<file path="config.mk">
export PLATFORM = sky130hd
export DESIGN_NAME = dmem_arbiter_flat
export DESIGN_NICKNAME = d
export VERILOG_FILES = /design/src/rtl/dmem_arbiter_pkg.sv /design/src/rtl/dmem_arbiter_if.sv /design/src/rtl/dmem_arbiter_wait_counter.sv /design/src/rtl/dmem_arbiter.sv /design/src/flat_wrapper.sv
export SDC_FILE = /design/constraint.sdc
export NUM_CORES = 1
export LEC_CHECK = 0
export BUFFER_PORTS_ARGS = -buffer_cell sky130_fd_sc_hd__buf_2
export CAP_MARGIN = 20
export CORE_AREA = 2 2 85 87
export DETAILED_ROUTE_END_ITERATION = 7
export DIE_AREA = 0 0 87 89
export PLACE_DENSITY_LB_ADDON = 0.15
export RECOVER_POWER = 50
export SKIP_CTS_REPAIR_TIMING = 1
export SLEW_MARGIN = 20
export SYNTH_ARGS = -nofsm -noshare
export SYNTH_HDL_FRONTEND = slang
export SYNTH_SLANG_ARGS = --single-unit
</file>
<file path="constraint.sdc">
create_clock -name clk -period 1.85 [get_ports clk]
set_input_delay 0.0925 -clock clk [delete_from_list [all_inputs] [get_ports clk]]
set_output_delay 0.0925 -clock clk [all_outputs]
set_load 0.005 [all_outputs]
</file>
<file path="src/rtl/dmem_arbiter_pkg.sv">
// Shared types and the arbitration decision for the data-memory arbiter.
// Used by dmem_arbiter (optional perf counters via DMEM_ARB_PERF_EN) and arb_wait_counter.
package dmem_arb_pkg;

    localparam int WAIT_W = 4;

    typedef enum logic [1:0] {
        RESP_NONE,
        RESP_CPU,
        RESP_VGA
    } resp_t;

    typedef enum logic [1:0] {
        GNT_NONE,
        GNT_CPU,
        GNT_VGA
    } grant_t;

    // VGA is real time and normally wins; a saturated starvation count hands the conflict to the CPU.
    function automatic grant_t arbitrate(input logic cpu_req, input logic vga_req, input logic sat);
        grant_t g;
        g = GNT_NONE;
        if (cpu_req && vga_req) begin
            g = sat ? GNT_CPU : GNT_VGA;
        end else if (cpu_req) begin
            g = GNT_CPU;
        end else if (vga_req) begin
            g = GNT_VGA;
        end
        return g;
    endfunction

endpackage

</file>
<file path="src/rtl/dmem_arbiter_if.sv">
// Bus bundle between the CPU load/store path, the VGA fetch engine and the data RAM.
// The arbiter sits on the slave modport; the environment drives the master side.
interface dmem_arbiter_if #(
    parameter int ADDR_W = 16,
    parameter int DATA_W = 32
);
    logic              cpu_req;
    logic              cpu_we;
    logic [ADDR_W-1:0] cpu_addr;
    logic [DATA_W-1:0] cpu_wdata;
    logic              cpu_stall;
    logic [DATA_W-1:0] cpu_rdata;
    logic              cpu_rvalid;
    logic              vga_req;
    logic [ADDR_W-1:0] vga_addr;
    logic [DATA_W-1:0] vga_rdata;
    logic              vga_rvalid;
    logic              mem_en;
    logic              mem_we;
    logic [ADDR_W-1:0] mem_addr;
    logic [DATA_W-1:0] mem_wdata;
    logic [DATA_W-1:0] mem_rdata;

    modport slave (
        input  cpu_req, cpu_we, cpu_addr, cpu_wdata, vga_req, vga_addr, mem_rdata,
        output cpu_stall, cpu_rdata, cpu_rvalid, vga_rdata, vga_rvalid,
        output mem_en, mem_we, mem_addr, mem_wdata
    );

    modport master (
        output cpu_req, cpu_we, cpu_addr, cpu_wdata, vga_req, vga_addr, mem_rdata,
        input  cpu_stall, cpu_rdata, cpu_rvalid, vga_rdata, vga_rvalid,
        input  mem_en, mem_we, mem_addr, mem_wdata
    );
endinterface

</file>
<file path="src/rtl/dmem_arbiter_wait_counter.sv">
// Saturating count of consecutive denied CPU cycles; sat tells the arbiter the CPU is owed a grant.
module arb_wait_counter
    import dmem_arb_pkg::*;
#(
    parameter int MAX_WAIT = 4
) (
    input  logic clk,
    input  logic srst,
    input  logic inc,
    input  logic clr,
    output logic sat
);
    logic [WAIT_W-1:0] cnt_reg;

    assign sat = (cnt_reg == WAIT_W'(MAX_WAIT));

    always_ff @(posedge clk) begin
        if (srst) begin
            cnt_reg <= '0;
        end else if (clr) begin
            cnt_reg <= '0;
        end else if (inc && !sat) begin
            cnt_reg <= cnt_reg + 1'b1;
        end
    end
endmodule

</file>
<file path="src/rtl/dmem_arbiter.sv">
// Two-requester arbiter for the single-port data RAM: VGA priority with CPU starvation guard.
// Define DMEM_ARB_PERF_EN to add the conflict_cnt / cpu_stall_cnt performance counters.
module dmem_arbiter
    import dmem_arb_pkg::*;
#(
    parameter int ADDR_W   = 16,
    parameter int DATA_W   = 32,
    parameter int MAX_WAIT = 4
) (
    input  logic           clk,
    input  logic           rst,
    dmem_arbiter_if.slave  bus
`ifdef DMEM_ARB_PERF_EN
    ,
    output logic [31:0]    conflict_cnt,
    output logic [31:0]    cpu_stall_cnt
`endif
);
    grant_t            grant;
    logic              sat;
    logic              cpu_grant;
    logic              vga_grant;
    logic              cpu_denied;
    resp_t             resp_reg;
    resp_t             resp_next;
    logic [1:0]        rvalid;
    logic [DATA_W-1:0] rdata [2];

    assign grant      = arbitrate(bus.cpu_req, bus.vga_req, sat);
    assign cpu_grant  = (grant == GNT_CPU);
    assign vga_grant  = (grant == GNT_VGA);
    assign cpu_denied = bus.cpu_req & ~cpu_grant;

    arb_wait_counter #(
        .MAX_WAIT (MAX_WAIT)
    ) u_wait (
        .clk  (clk),
        .srst (rst),
        .inc  (cpu_denied),
        .clr  (cpu_grant | ~bus.cpu_req),
        .sat  (sat)
    );

    // Only the CPU ever writes, so wdata needs no mux.
    assign bus.mem_en    = (cpu_grant | vga_grant) & ~rst;
    assign bus.mem_we    = cpu_grant & bus.cpu_we & ~rst;
    assign bus.mem_addr  = cpu_grant ? bus.cpu_addr : bus.vga_addr;
    assign bus.mem_wdata = bus.cpu_wdata;
    assign bus.cpu_stall = cpu_denied & ~rst;

    always_comb begin
        resp_next = RESP_NONE;
        if (cpu_grant && !bus.cpu_we) begin
            resp_next = RESP_CPU;
        end else if (vga_grant) begin
            resp_next = RESP_VGA;
        end
    end

    always_ff @(posedge clk) begin
        if (rst) begin
            resp_reg <= RESP_NONE;
        end else begin
            resp_reg <= resp_next;
        end
    end

    // Lane 0 returns to the CPU, lane 1 to VGA; data is zeroed outside its valid cycle.
    genvar gi;
    for (gi = 0; gi < 2; gi++) begin : g_lane
        assign rvalid[gi] = ~rst & (resp_reg == ((gi == 0) ? RESP_CPU : RESP_VGA));
        assign rdata[gi]  = rvalid[gi] ? bus.mem_rdata : '0;
    end

    assign bus.cpu_rvalid = rvalid[0];
    assign bus.cpu_rdata  = rdata[0];
    assign bus.vga_rvalid = rvalid[1];
    assign bus.vga_rdata  = rdata[1];

`ifdef DMEM_ARB_PERF_EN
    logic [31:0] conflict_reg;
    logic [31:0] stall_reg;

    always_ff @(posedge clk) begin
        if (rst) begin
            conflict_reg <= '0;
            stall_reg    <= '0;
        end else begin
            if (bus.cpu_req && bus.vga_req) conflict_reg <= conflict_reg + 32'd1;
            if (cpu_denied)                 stall_reg    <= stall_reg + 32'd1;
        end
    end

    assign conflict_cnt  = conflict_reg;
    assign cpu_stall_cnt = stall_reg;
`endif
endmodule

</file>
<file path="src/flat_wrapper.sv">
// flat-port wrapper written by rule: the top's interface ports become plain ports
module dmem_arbiter_flat import dmem_arb_pkg::*;
#(
    parameter int ADDR_W   = 16,
    parameter int DATA_W   = 32,
    parameter int MAX_WAIT = 4
)
  (clk, rst, bus_cpu_req, bus_cpu_we, bus_cpu_addr, bus_cpu_wdata, bus_vga_req, bus_vga_addr, bus_mem_rdata, bus_cpu_stall, bus_cpu_rdata, bus_cpu_rvalid, bus_vga_rdata, bus_vga_rvalid, bus_mem_en, bus_mem_we, bus_mem_addr, bus_mem_wdata);
  dmem_arbiter_if #(.ADDR_W(ADDR_W), .DATA_W(DATA_W)) bus_i ();
  input  logic clk;
  input  logic rst;
  input wire logic [$bits(bus_i.cpu_req)-1:0] bus_cpu_req;
  input wire logic [$bits(bus_i.cpu_we)-1:0] bus_cpu_we;
  input wire logic [$bits(bus_i.cpu_addr)-1:0] bus_cpu_addr;
  input wire logic [$bits(bus_i.cpu_wdata)-1:0] bus_cpu_wdata;
  input wire logic [$bits(bus_i.vga_req)-1:0] bus_vga_req;
  input wire logic [$bits(bus_i.vga_addr)-1:0] bus_vga_addr;
  input wire logic [$bits(bus_i.mem_rdata)-1:0] bus_mem_rdata;
  output wire logic [$bits(bus_i.cpu_stall)-1:0] bus_cpu_stall;
  output wire logic [$bits(bus_i.cpu_rdata)-1:0] bus_cpu_rdata;
  output wire logic [$bits(bus_i.cpu_rvalid)-1:0] bus_cpu_rvalid;
  output wire logic [$bits(bus_i.vga_rdata)-1:0] bus_vga_rdata;
  output wire logic [$bits(bus_i.vga_rvalid)-1:0] bus_vga_rvalid;
  output wire logic [$bits(bus_i.mem_en)-1:0] bus_mem_en;
  output wire logic [$bits(bus_i.mem_we)-1:0] bus_mem_we;
  output wire logic [$bits(bus_i.mem_addr)-1:0] bus_mem_addr;
  output wire logic [$bits(bus_i.mem_wdata)-1:0] bus_mem_wdata;
  assign bus_i.cpu_req = bus_cpu_req;
  assign bus_i.cpu_we = bus_cpu_we;
  assign bus_i.cpu_addr = bus_cpu_addr;
  assign bus_i.cpu_wdata = bus_cpu_wdata;
  assign bus_i.vga_req = bus_vga_req;
  assign bus_i.vga_addr = bus_vga_addr;
  assign bus_i.mem_rdata = bus_mem_rdata;
  assign bus_cpu_stall = bus_i.cpu_stall;
  assign bus_cpu_rdata = bus_i.cpu_rdata;
  assign bus_cpu_rvalid = bus_i.cpu_rvalid;
  assign bus_vga_rdata = bus_i.vga_rdata;
  assign bus_vga_rvalid = bus_i.vga_rvalid;
  assign bus_mem_en = bus_i.mem_en;
  assign bus_mem_we = bus_i.mem_we;
  assign bus_mem_addr = bus_i.mem_addr;
  assign bus_mem_wdata = bus_i.mem_wdata;
  dmem_arbiter #(.ADDR_W(ADDR_W), .DATA_W(DATA_W), .MAX_WAIT(MAX_WAIT)) u_core (.clk(clk), .rst(rst), .bus(bus_i));
endmodule
</file>
==> results by group, run 1 <==
Outcome
  • Status: finished with violations
  • Violated checks: negative setup slack

Place
  • GPL Wtd Cong: 0.691
  • Input/output buffers: 153
  • Hpwl dp: 3340 µm
  • Place WS: 0.0250 ns

Timing
  • Fin Setup TNS: -3.00 ns
  • Fin crit share: 110%
  • Slew HR: 68.3%
  • Hold Fails Final Rpt: 0
  • Min Tclk post-route: 2.03 ns
  • Slew @ Worst Pin: 0.476 ns
  • RSZ-0062 raised after global routing: yes
  • Clock Skew: 0.000913 ns
  • Final setup fails: 18
  • Final Max Slew Viols: 0
  • Fmax: 0.492 GHz
  • Final worst setup slack: -0.184 ns

Power and ir drop
  • Pwr dens: 288 nW/µm²
  • Gate power share: 44.4%
  • Power Internal: 0.000444 W
  • Sw Ratio: 26.8%
  • Seq pwr share: 22.4%
  • Peak supply drop: 0.129 mV
  • Leakage: 1.25 nW
  • Power share of the clock group: 33.1%
  • Net Switching: 0.000163 W

CTS
  • # H-tree levels: 1
  • CTS root buf: clkbuf_8
  • Clk pin slew, worst setup/hold paths: 0.04 ns
  • Clock Latency Late Sink: 0.23 ns
  • CTS Sinks: 6
  • Clock buffer depth: 2
  • CTS tree: built
  • CTS Buf Count: 3

Global routing
  • GR Util All Layers: 8.31%
  • Pin count of the biggest net entering global routing: 34
  • GRT overflow: 0
  • First-pass GRT wire length: 5040 µm
  • Initial antenna violation count: 0
  • Vias in the first global route: 1134

Cells and area
  • Max reg flops: 4
  • Ant diodes: 0
  • Commonest non-fill, non-tap cell in the layout: buf_2
  • Most frequent cells in the layout: 140 x buf_2, 64 x and2_1, 9 x mux2_4, 9 x buf_6, 8 x buf_4
  • Register Area: 123 µm²
  • Number of fill cells in the layout: 737
  • Area growth, synth to finish: 71.5%
  • Layout Nets: 394
  • Final core utilization: 31.4%
  • Share of cells above drive strength 1: 68.5%
  • Area taken by multi-input logic gates: 883 µm²

Hold path
  • Hold Crit Class: input port to flop

Floorplan
  • Row Count: 30
  • Die W: 87 µm
  • Die extent in y: 89 µm
  • DIE AREA: 7740 µm²
  • Initial Utilization: 18.3%
  • Io pins: 218
  • Core Region: 6720 µm²

Yosys
  • Post-synthesis cell area: 1230 µm²
  • Syn Nets: 264
  • Synth Register Bits: 6
  • Syn Inst Count: 158
  • Yosys cell types: 23
  • Synth warnings: 0
  • Register area share after synthesis: 9.78%
  • Syn_area_per_cell: 7.78 µm²

Setup path
  • Most frequent CP cell: ha_4
  • Critical path's slowest cell: mux2_2
  • Worst path bufs/invs: 3
  • CP top delay family: multiplexers
  • Worst Setup Start Kind: flop
  • Worst stage delay on the critical path: 0.33 ns
  • CP Max Fanout: 9
  • Critical path arrival: 1.94 ns
  • WS Path Type: flop to output pin
  • Worst EP required: 1.76 ns
  • Crit path cell chain: inv_2 > ha_4 > nand3b_1 > a21oi_2 > ha_4 > buf_12 > mux2_2 > buf_2
  • Crit end category: output pin

Route
  • First-pass DRT Iterations: 4
  • Via count: 1481
  • Initial detailed-routing violation count: 11
  • Residual DRC: 0
  • Final wirelength: 4110 µm
  • Vias/cell: 4.05
  • Avg WL per Cell: 11.2 µm
  • ANT nets after route: 0

Run
  • Max-cap violation count: 0
[kinds of logic (layout without fill, tap and decap cells)]
kind of cell | Yosys count | after routing | share of synthesized area (%)
buf+inv | 46 | 174 | 25.3
compound gates | 6 | 6 | 3.36
flops | 6 | 6 | 9.78
simple gates | 77 | 77 | 40.2
fa+ha+maj | 5 | 5 | 5.09
mux | 18 | 18 | 16.3
[metrics by stage]
step | instances | hold slack (ns) | total power [W] | area [µm²]
6_report | 366 | 0.0583 | 0.000607 | 2110
5_1_grt | 366 | 0.0695 | 0.000646 | 2110
4_1_cts | 363 | 0.0602 | 0.000569 | 1940
3_5_place_dp | 360 | 0.185 | 0.000362 | 1900
3_3_place_gp | 360 | 0.185 | 0.000361 | 1900
2_1_floorplan | 158 | 0.168 | 0.000280 | 1250
[worst paths after layout]
| check | slack [ns] | endpoint | depth (start not counted) | from |
|---|---|---|---|---|
| max reg2reg | -0.08 | u_core.u_wait.cnt_reg[2] | 11 | u_core.u_wait.cnt_reg[1] |
| max | -0.18 | bus_mem_addr[6] | 8 | u_core.u_wait.cnt_reg[1] |
| min reg2reg | 0.54 | u_core.u_wait.cnt_reg[0] | 2 | u_core.u_wait.cnt_reg[0] |
| min | 0.06 | u_core.resp_reg[0] | 2 | bus_cpu_we |
[synthesized netlist by cell type]
cell type	instances	area share, %
and2_1	64	33
buf_4	32	20
mux2_2	16	15
buf_2	7	2.9
dfxtp_1	6	9.8
ha_1	5	5.1
inv_1	5	1.5
nor2_1	4	1.2
a21oi_1	2	0.81
mux2i_1	2	1.6
nor3b_1	2	1.2
nor3b_2	2	2.0
a31oi_2	1	1.0
and3b_1	1	0.71
buf_6	1	0.92
clkinv_2	1	0.41
nand3_1	1	0.41
nand3b_1	1	0.61
nor2b_1	1	0.51
o21ai_0	1	0.41
o21ai_1	1	0.41
o21ai_2	1	0.71
or3_4	1	0.92
[layout make-up]
class,count,area share (%)
Tap cell,80,4.75
Multi-Input combinational cell,106,41.9
Inverter,6,1.31
Timing Repair Buffer,165,44.2
Sequential cell,6,5.82
Clock buffer,3,1.96
[metal layers]
layer	part of all wire [%]	GRT usage [%]	wire, µm	vias up
li1	-	-	-	725
met1	34	7.87	1400	626
met2	53	16.8	2160	119
met3	12	1.66	486	11
met4	1.7	4.12	68	0
met5	0	0	0	-
[worst register-to-register path, stage by stage (launching register included)]
cell and delay, ns:
dfxtp_2 0.32, inv_2 0.04, ha_4 0.15, nand3b_1 0.18
o21ai_2 0.12, ha_4 0.19, clkbuf_16 0.17, or3_4 0.37
clkinv_4 0.07, buf_4 0.10, o21ai_2 0.04, a31oi_2 0.12
[power groups by stage]
| stage | clock network [W] | registers (W) | logic [W] |
|---|---|---|---|
| 2_1_floorplan | 0 | 0.000139 | 0.000142 |
| 3_3_place_gp | 0 | 0.000138 | 0.000223 |
| 3_5_place_dp | 0 | 0.000138 | 0.000225 |
| 4_1_cts | 0.000208 | 0.000136 | 0.000226 |
| 5_1_grt | 0.000213 | 0.000136 | 0.000297 |
| 6_report | 0.000201 | 0.000136 | 0.000270 |
Power figures use the tool's default switching activity.
==> run 2: changes to the inputs <==
--- a/config.mk
+++ b/config.mk
@@ -12,7 +12,6 @@
 export DIE_AREA = 0 0 87 89
 export PLACE_DENSITY_LB_ADDON = 0.15
 export RECOVER_POWER = 50
-export SKIP_CTS_REPAIR_TIMING = 1
 export SLEW_MARGIN = 20
 export SYNTH_ARGS = -nofsm -noshare
 export SYNTH_HDL_FRONTEND = slang
==> results by group, run 2 (synthesis gave the netlist of run 1 again) <==
Outcome
  • Status: finished with violations
  • Violated checks: negative setup slack

Global routing
  • Initial antenna violation count: 0 (unchanged)
  • Pin count of the biggest net entering global routing: 34 (unchanged)
  • First-pass GRT wire length: 5080 µm (+0.69%)
  • GRT overflow: 0 (unchanged)
  • Vias in the first global route: 1149 (+1.3%)
  • GR Util All Layers: 8.37% (+0.058 points)

Floorplan
  • Die W: 87 µm (unchanged)
  • Io pins: 218 (unchanged)
  • Initial Utilization: 18.3% (unchanged)
  • Die extent in y: 89 µm (unchanged)
  • DIE AREA: 7740 µm² (unchanged)
  • Row Count: 30 (unchanged)
  • Core Region: 6720 µm² (unchanged)

Timing
  • Final Max Slew Viols: 0 (unchanged)
  • Slew @ Worst Pin: 0.476 ns (+0.0000248 ns)
  • Min Tclk post-route: 2.04 ns (+0.00963 ns)
  • Clock Skew: 0.00151 ns (+0.000600 ns)
  • Final worst setup slack: -0.194 ns (-0.00963 ns)
  • Fmax: 0.489 GHz (-0.47%)
  • Fin crit share: 110% (+0.52 points)
  • Slew HR: 68.3% (about the same)
  • RSZ-0062 raised after global routing: yes
  • Hold Fails Final Rpt: 0 (unchanged)
  • Final setup fails: 20 (+2)

Route
  • Avg WL per Cell: 11.3 µm (+0.18%)
  • Vias/cell: 4.04 (about the same)
  • Via count: 1488 (+0.47%)
  • Initial detailed-routing violation count: 18 (+7)
  • First-pass DRT Iterations: 4 (unchanged)
  • ANT nets after route: 0 (unchanged)
  • Residual DRC: 0 (unchanged)
  • Final wirelength: 4140 µm (+0.73%)

Cells and area
  • Layout Nets: 396 (+0.51%)
  • Share of cells above drive strength 1: 69.4% (+0.91 points)
  • Commonest non-fill, non-tap cell in the layout: buf_2
  • Most frequent cells in the layout: 140 x buf_2, 64 x and2_1, 11 x buf_6
  • Ant diodes: 0 (unchanged)
  • Area growth, synth to finish: 73.3%
  • Max reg flops: 4 (unchanged)

CTS
  • CTS root buf: clkbuf_8
  • Clock Latency Late Sink: 0.23 ns (about the same)
  • Hold-fix buffers, CTS: 0
  • CTS Buf Count: 3 (unchanged)
  • # H-tree levels: 1 (unchanged)
  • CTS Sinks: 6 (unchanged)
  • CTS tree: built
  • Clk pin slew, worst setup/hold paths: 0.04 ns (about the same)
  • Clock buffer depth: 2 (unchanged)

Setup path
  • Worst Setup Start Kind: flop
  • Worst EP required: 1.76 ns (about the same)
  • WS Path Type: flop to output pin
  • Critical path arrival: 1.95 ns (about the same)
  • Crit end category: output pin
  • R2r startpoint: u_core.u_wait.cnt_reg[1]
  • Setup crit start: u_core.u_wait.cnt_reg[1]
  • Cells on worst reg2reg path: 10 (-1)
  • CP Max Fanout: 9 (unchanged)

Power and ir drop
  • Total power: 0.000615 W (+1.4%)
  • Peak supply drop: 0.131 mV (+1.5%)
  • Leakage: 1.26 nW (+0.84%)
  • Pwr dens: 289 nW/µm² (+0.31%)

Hold path
  • Min-delay src: bus_cpu_we
  • Hold Crit Class: input port to flop
  • Worst Hold Depth: 2 (unchanged)

Place
  • Hpwl dp: 3340 µm (unchanged)
  • Input/output buffers: 153 (unchanged)
  • GPL Wtd Cong: 0.691 (unchanged)
  • Place WS: 0.0250 ns (unchanged)

Run
  • Max-cap violation count: 0 (unchanged)
-- run 2: changes by cell type in the layout (fill, tap and decap cells not counted), sizes merged --
cell and delta:
buf +2
-- run 2: stage by stage --
| stage | TNS (ns) | cells | area, µm² | util [%] | hold slack, ns |
|---|---|---|---|---|---|
| finish | -3.38 | 368 | 2130 | 31.7 | 0.0634 |
| global route | -5.75 | 368 | 2130 | 31.7 | 0.0743 |
| CTS | -3.06 | 366 | 1970 | 29.3 | 0.0602 |
| detailed placement | 0 | 360 | 1900 | 28.3 | 0.185 |
| global placement | 0 | 360 | 1900 | 28.3 | 0.185 |
| floorplan | -0.0278 | 158 | 1250 | - | 0.168 |
-- run 2: final cells by class --
class,instances,area (µm²)
well taps,80,100
fillers,735,4590
flip-flops and latches,6,123
repair buffers,167,955
clock buffers,3,41.3
inverters,6,27.5
multi-input cells,106,883
-- run 2: final timing paths --
kind | to | slack [ns]
hold / removal | u_core.resp_reg[0] | 0.06
hold reg to reg | u_core.u_wait.cnt_reg[0] | 0.54
setup reg to reg | u_core.u_wait.cnt_reg[3] | -0.10
setup / recovery | bus_mem_addr[6] | -0.19
-- run 2: routing by layer --
metal,vias up,share of wire (%),track usage (%)
met2,119,53,17.0
met5,-,0,0
met1,628,33,7.87
li1,730,-,-
met3,11,12,1.66
met4,0,1.6,4.12
-- run 2: repair_timing --
| item | in CTS | in global routing |
|---|---|---|
| pin swaps | 1 | 5 |
| setup buffers | 3 | 4 |
| gates resized for setup | 1 | 32 |
| cloned | 0 | 1 |
| setup endpoints to repair | 17 | 23 |
-- run 2: critical path, stage by stage (launching register included) --
cell and delay [ns]:
dfxtp_2 0.31, inv_2 0.06, ha_4 0.13, nand3b_1 0.16, a21oi_2 0.21, ha_2 0.25
buf_12 0.14, mux2_2 0.33, buf_2 0.12
-- run 2: power breakdown --
part	leakage (nW)	switching, W	internal (W)
registers	0.0497	0.00000207	0.000134
clock network	0.0216	0.0000630	0.000140
logic	1.19	0.000102	0.000173
